$ cat config.mk
export PLATFORM = sky130hd
export DESIGN_NAME = alu_exec_unit
export DESIGN_NICKNAME = d
export VERILOG_FILES = /design/src/rtl/alu_exec_unit.sv
export SDC_FILE = /design/constraint.sdc
export NUM_CORES = 1
export LEC_CHECK = 0
export ABC_CLOCK_PERIOD_IN_PS = 6440
export BUFFER_PORTS_ARGS = -buffer_cell sky130_fd_sc_hd__buf_2
export CAP_MARGIN = 20
export CORE_UTILIZATION = 45
export CTS_BUF_LIST = sky130_fd_sc_hd__clkbuf_4
export CTS_CLUSTER_DIAMETER = 80
export CTS_CLUSTER_SIZE = 20
export DETAILED_ROUTE_END_ITERATION = 6
export RECOVER_POWER = 100
export REMOVE_ABC_BUFFERS = 1
export SLEW_MARGIN = 20
export SYNTH_ARGS = -nofsm -noshare
export SYNTH_HDL_FRONTEND = slang
export SYNTH_SLANG_ARGS = --single-unit
export TNS_END_PERCENT = 10
$ cat constraint.sdc
create_clock -name clk -period 6.44 [get_ports clk]
set_input_delay 0.322 -clock clk [delete_from_list [all_inputs] [get_ports clk]]
set_output_delay 0.322 -clock clk [all_outputs]
set_load 0.02 [all_outputs]
$ cat src/rtl/alu_exec_unit.sv
// alu_exec_unit: registered ALU execute stage with valid/ready handshake and a one-entry result hold.
// Define FAST_SHIFT_EN for single-cycle barrel shifts; the default build shifts one bit per cycle.
module alu_exec_unit (
  input  logic        clk,
  input  logic        rst_n,
  input  logic        flush,
  input  logic        in_valid,
  output logic        in_ready,
  input  logic [3:0]  alucontrol,
  input  logic [31:0] operand_a,
  input  logic [31:0] operand_b,
  output logic        out_valid,
  input  logic        out_ready,
  output logic [31:0] alu_result,
  output logic        zero
);

  typedef enum logic [1:0] {
    EMPTY = 2'd0,
    SHIFT = 2'd1,
    FULL  = 2'd2
  } state_e;

  localparam logic [3:0] OP_ADD  = 4'b0000;
  localparam logic [3:0] OP_SUB  = 4'b0001;
  localparam logic [3:0] OP_SLT  = 4'b0010;
  localparam logic [3:0] OP_SLTU = 4'b0011;
  localparam logic [3:0] OP_XOR  = 4'b0100;
  localparam logic [3:0] OP_OR   = 4'b0101;
  localparam logic [3:0] OP_AND  = 4'b0110;
  localparam logic [3:0] OP_SLL  = 4'b0111;
  localparam logic [3:0] OP_SRL  = 4'b1000;
  localparam logic [3:0] OP_SRA  = 4'b1001;

  state_e      state_q, state_d;
  logic [31:0] result_q, result_d;
  logic        accept;
  logic        start_shift;
  logic        shift_last;
  logic [31:0] shift_next;

  // Single-cycle result; in the iterative build shifts only reach here with a zero amount.
  function automatic logic [31:0] alu_op(input logic [3:0]  op,
                                         input logic [31:0] a,
                                         input logic [31:0] b);
    logic [31:0] r;
    r = '0;
    case (op)
      OP_ADD:  r = a + b;
      OP_SUB:  r = a - b;
      OP_SLT:  r = {31'd0, $signed(a) < $signed(b)};
      OP_SLTU: r = {31'd0, a < b};
      OP_XOR:  r = a ^ b;
      OP_OR:   r = a | b;
      OP_AND:  r = a & b;
`ifdef FAST_SHIFT_EN
      OP_SLL:  r = a << b[4:0];
      OP_SRL:  r = a >> b[4:0];
      OP_SRA:  r = $unsigned($signed(a) >>> b[4:0]);
`else
      OP_SLL, OP_SRL, OP_SRA: r = a;
`endif
      default: r = '0;
    endcase
    return r;
  endfunction

  assign in_ready   = (state_q == EMPTY) || ((state_q == FULL) && out_ready);
  assign out_valid  = (state_q == FULL);
  assign accept     = in_valid && in_ready && !flush;
  assign alu_result = result_q;
  assign zero       = (result_q == '0);

`ifdef FAST_SHIFT_EN
  assign start_shift = 1'b0;
  assign shift_last  = 1'b0;
  assign shift_next  = result_q;
`else
  logic [4:0] cnt_q, cnt_d;
  logic       dir_right_q, dir_right_d;
  logic       arith_q, arith_d;
  logic       is_shift;

  assign is_shift    = (alucontrol == OP_SLL) || (alucontrol == OP_SRL) || (alucontrol == OP_SRA);
  assign start_shift = is_shift && (operand_b[4:0] != 5'd0);
  assign shift_last  = (cnt_q == 5'd1);
  // result_q doubles as the shift register while the stage is busy shifting.
  assign shift_next  = dir_right_q ? {arith_q & result_q[31], result_q[31:1]}
                                   : {result_q[30:0], 1'b0};

  always_comb begin
    cnt_d       = cnt_q;
    dir_right_d = dir_right_q;
    arith_d     = arith_q;
    if (flush) begin
      cnt_d = '0;
    end else if (accept && start_shift) begin
      cnt_d       = operand_b[4:0];
      dir_right_d = (alucontrol != OP_SLL);
      arith_d     = (alucontrol == OP_SRA);
    end else if (state_q == SHIFT) begin
      cnt_d = cnt_q - 5'd1;
    end
  end

  always_ff @(posedge clk or negedge rst_n) begin
    if (!rst_n) begin
      cnt_q       <= '0;
      dir_right_q <= 1'b0;
      arith_q     <= 1'b0;
    end else begin
      cnt_q       <= cnt_d;
      dir_right_q <= dir_right_d;
      arith_q     <= arith_d;
    end
  end
`endif

  always_comb begin
    // NOTE: every signal assigned here gets a default first, so no path can infer a latch.
    state_d  = state_q;
    result_d = result_q;
    if (flush) begin
      state_d  = EMPTY;
      result_d = '0;
    end else if (accept) begin
      if (start_shift) begin
        state_d  = SHIFT;
        result_d = operand_a;
      end else begin
        state_d  = FULL;
        result_d = alu_op(alucontrol, operand_a, operand_b);
      end
    end else if ((state_q == FULL) && out_ready) begin
      state_d = EMPTY;
    end else if (state_q == SHIFT) begin
      result_d = shift_next;
      if (shift_last) state_d = FULL;
    end
  end

  // NOTE: sequential state uses non-blocking assignments so every flop samples pre-edge values.
  always_ff @(posedge clk or negedge rst_n) begin
    if (!rst_n) begin
      state_q  <= EMPTY;
      result_q <= '0;
    end else begin
      state_q  <= state_d;
      result_q <= result_d;
    end
  end

endmodule

==> out/qor.txt <==
Largest net degree at the start of global routing - 42
Fillcell total - 1,804
Clock Skews - 0.0244 ns
Slew of the pin with the lowest slew margin - 2.89 ns
RePlAce Congestion - 0.940
Reg2reg start - state_q[1]$_DFFE_PN0P_
Uppermost layer routed - met4
PwrDens - 142 nW/um^2
I/O pin count - 108
Fin. Hold Viols - 0
Most common cell in the synthesized netlist - a21oi_1
Sequential fraction of the synthesis area - 13.0%
All-layer global routing usage - 34.2%
Post-detailed-placement half-perimeter wirelength - 21,900 um
Kind of launch point of the worst setup path - flip-flop
Number of buffers inserted during clock tree synthesis - 5
Routed metal-1 wirelength - 13,900 um
Largest cells by area after synthesis - ha_1 (17%), dfrtp_1 (13%), a21oi_1 (8.0%), inv_1 (4.9%), o21ai_0 (4.6%)
Average wire length per cell after detail routing - 22.5 um
CP arrival - 4.73 ns
Overflow left after global routing - 0
Worst path required time - 6.78 ns
1st-iter DRT viols - 1,089
Remaining routing DRC violations - 0
Layout Area Growth over Synthesis - 8.85%
Power share of the clock group - 13.7%
Peak Freq - 228 MHz
Tightest slew margin relative to the limit - -92.8%
Later-pin clock latency in the skew report - 0.44 ns
Synthesized cell area - 7900 sq um
Unrepaired setup endpoints after global routing - no
Core ar. - 17,200 sq um
Chip Height - 135 um
Die width - 135 um
Initial core utilization - 45.8%
Number of library cell types mapped by synthesis - 78
Aggregate routed wire length - 31,200 um
Yosys warns - 0
Flip-flop and latch count after synthesis - 41
Max Buffers Root-to-Sink - 2
Final critical path time including I/O delays and setup - 4.39 ns
Worst hold-check path type - in2reg
List of most frequent post-synthesis cells - a21oi_1 (126), ha_1 (105), inv_1 (103)
Standard-cell row count - 48
DR vias/cell - 6.57
Type of destination of the critical path - flip-flop
Clock tree from TritonCTS - done
Violated checks - max-capacitance violations, max-slew violations
Nets - 1,338
Drt pass-1 iters - 5
Post-route worst hold slack - 0.215 ns
Sinks on Clock Net - 41
Worst ir drop on vdd - 0.0857 mV
Period utilization - 68.2%
Count of placed standard cells in the final layout, fillers left out - 1,385
Share of flip-flops with an asynchronous set or reset after synthesis - 100%
Number of I/O port buffers - 107
Category of the most critical setup path - reg2reg
Critical Path Max Stage Delay - 1.13 ns
Number of global-route vias before repair - 8,393
Reg power frac - 29.4%
Number of cells on the worst reg-to-reg path - 11
Met3 WL - 2980 um
Total negative slack - 0 ns
Worst-path cell chain - inv_1 > o211a_1 > clkbuf_1 > nand2b_1 > clkbuf_1 > a21o_1 > a22o_1 > a211oi_1 > nand2_1 > a221oi_1 > nor3_1
Leakage - 3.87 nW
Final ANT Viol Nets - 0
Switching Share - 52.6%
Cell taking the most area after synthesis - ha_1
Floorplan die area - 18,100 sq um
Gate power share - 56.8%
Clock transition at the registers of the reported paths - 0.17 ns
Buffers and inverters on the worst path - 3
Biggest fanout along the worst timing path - 25
Antenna violations before repair - 1
Crit path max-delay family - buffers and inverters
Wire length of the first global-routing pass - 48,000 um
Synthesized area per cell - 7.22 sq um
Instance count of the mapped netlist - 1,095
CTS HTree Levels - 2
Clock root cell - clkbuf_4
Placed Instances - 1,375
Max Slew Vio Count - 85
EDFF count, synth - 0
Max-cap violation count - 3
Leading register cell type out of synthesis - dfrtp_1
Final setup violating endpoints - 0
Met2 Wirelength - 13,500 um
Share of layout cells above drive strength 1 - 9.84%
Slowest CP cell - clkbuf_1
Min-delay src - operand_b[0]
Most prevalent standard cell on the critical path - clkbuf_1
Run status - finished with violations
Number of cells on the worst hold path - 3
Internal Dissipation - 0.000580 W
Sw Pwr - 0.000644 W
Top cell type's share of synthesized area - 16.6%
Total via count in the routed design - 9,099
Number of logic stages on the critical path including buffering - 11
Power Total - 0.00122 W
Setup crit start - state_q[1]$_DFFE_PN0P_
-- metal layers --
layer	up-vias	global-route usage, %
met4	0	11.9
met5	-	0
li1	4208	-
met1	4273	48.7
met2	544	51.8
met3	74	5.71
-- worst min-delay path: stages --
cell and delay (ns):
clkbuf_1 0.16, nand2_1 0.09, o31ai_1 0.06
-- cells in the final DEF, fill, tap and decap left out, types with 6 or more instances in the layout --
cell	n
ha_1	105
nand3_1	12
a221o_1	19
o41ai_1	6
a221oi_1	31
xnor2_1	8
o21bai_1	21
dfrtp_1	40
mux2i_1	25
nor2_1	79
a21oi_1	126
clkbuf_1	44
a31oi_1	7
o31ai_1	10
buf_4	13
nand4_1	7
a21o_1	18
inv_1	103
nor3_1	19
o221ai_1	18
o22ai_1	12
nor2b_1	17
o21ai_0	72
nand2b_1	12
buf_2	69
nand2_1	80
nor4_1	19
and2_1	10
a211oi_1	32
-- final cells by class --
| class | instances | area (sq um) | share of cell area [%] |
|---|---|---|---|
| clock buffers | 5 | 37.5 | 0.436 |
| diodes | 1 | 2.50 | 0.0291 |
| inverters | 104 | 390 | 4.54 |
| flip-flops and latches | 41 | 1030 | 11.9 |
| well taps | 225 | 282 | 3.27 |
| multi-input cells | 879 | 6230 | 72.4 |
| repair buffers | 127 | 618 | 7.19 |
| clock inverters | 3 | 17.5 | 0.204 |
-- power groups by stage --
stage	Sequential, W	Clock, W	Combinational [W]
2_1_floorplan	0.000356	0	0.000435
3_3_place_gp	0.000362	0	0.000683
3_5_place_dp	0.000362	0	0.000683
4_1_cts	0.000357	0.000171	0.000687
5_1_grt	0.000364	0.000178	0.000756
6_report	0.000360	0.000168	0.000696
-- cell families (layout without fill, tap and decap cells) --
family	after synthesis	count (layout)	synth area share, %
AOI/OAI and AO/OA	448	448	39.1
xor gates and xnor gates	10	10	1.11
adders and majority gates	107	107	17.1
buffers and inverters	175	239	8.47
DFF	41	41	13.0
muxes	30	30	3.88
other	0	1	0
and+or+nand+nor	284	284	17.3
-- flip-flops by register name, summed over array words and instances, names as in the netlist --
| signal | flops |
|---|---|
| alu_result | 32 |
| cnt_q | 5 |
| arith_q | 1 |
| state_q | 2 |
| dir_right_q | 1 |
-- stage by stage --
| stage | util (%) | instance area (sq um) | worst slack [ns] |
|---|---|---|---|
| after floorplan | - | 7620 | 1.66 |
| after global placement | 50.0 | 8620 | 2.73 |
| after detailed placement | 50.0 | 8620 | 2.67 |
| after CTS | 50.4 | 8690 | 3.12 |
| after global routing | 49.9 | 8600 | 1.86 |
| final | 49.9 | 8600 | 2.05 |
-- timing repair --
item / 4_1_cts / 5_1_grt
setup buffers: 0 / 0
endpoints found under the hold margin: 30 / 0
gates resized for setup: 0 / 0
hold buffers: 1 / 0
-- worst paths after layout --
path	to	slack (ns)
max	alu_result[24]$_DFFE_PN0P_	2.05
min	cnt_q[0]$_DFFE_PN0P_	0.22
max reg2reg	alu_result[24]$_DFFE_PN0P_	2.05
min reg2reg	arith_q$_DFFE_PN0P_	0.55
max in group asynchronous	dir_right_q$_DFFE_PN0P_	3.20
min in group asynchronous	arith_q$_DFFE_PN0P_	1.43
(Power assumes the default switching activity.)
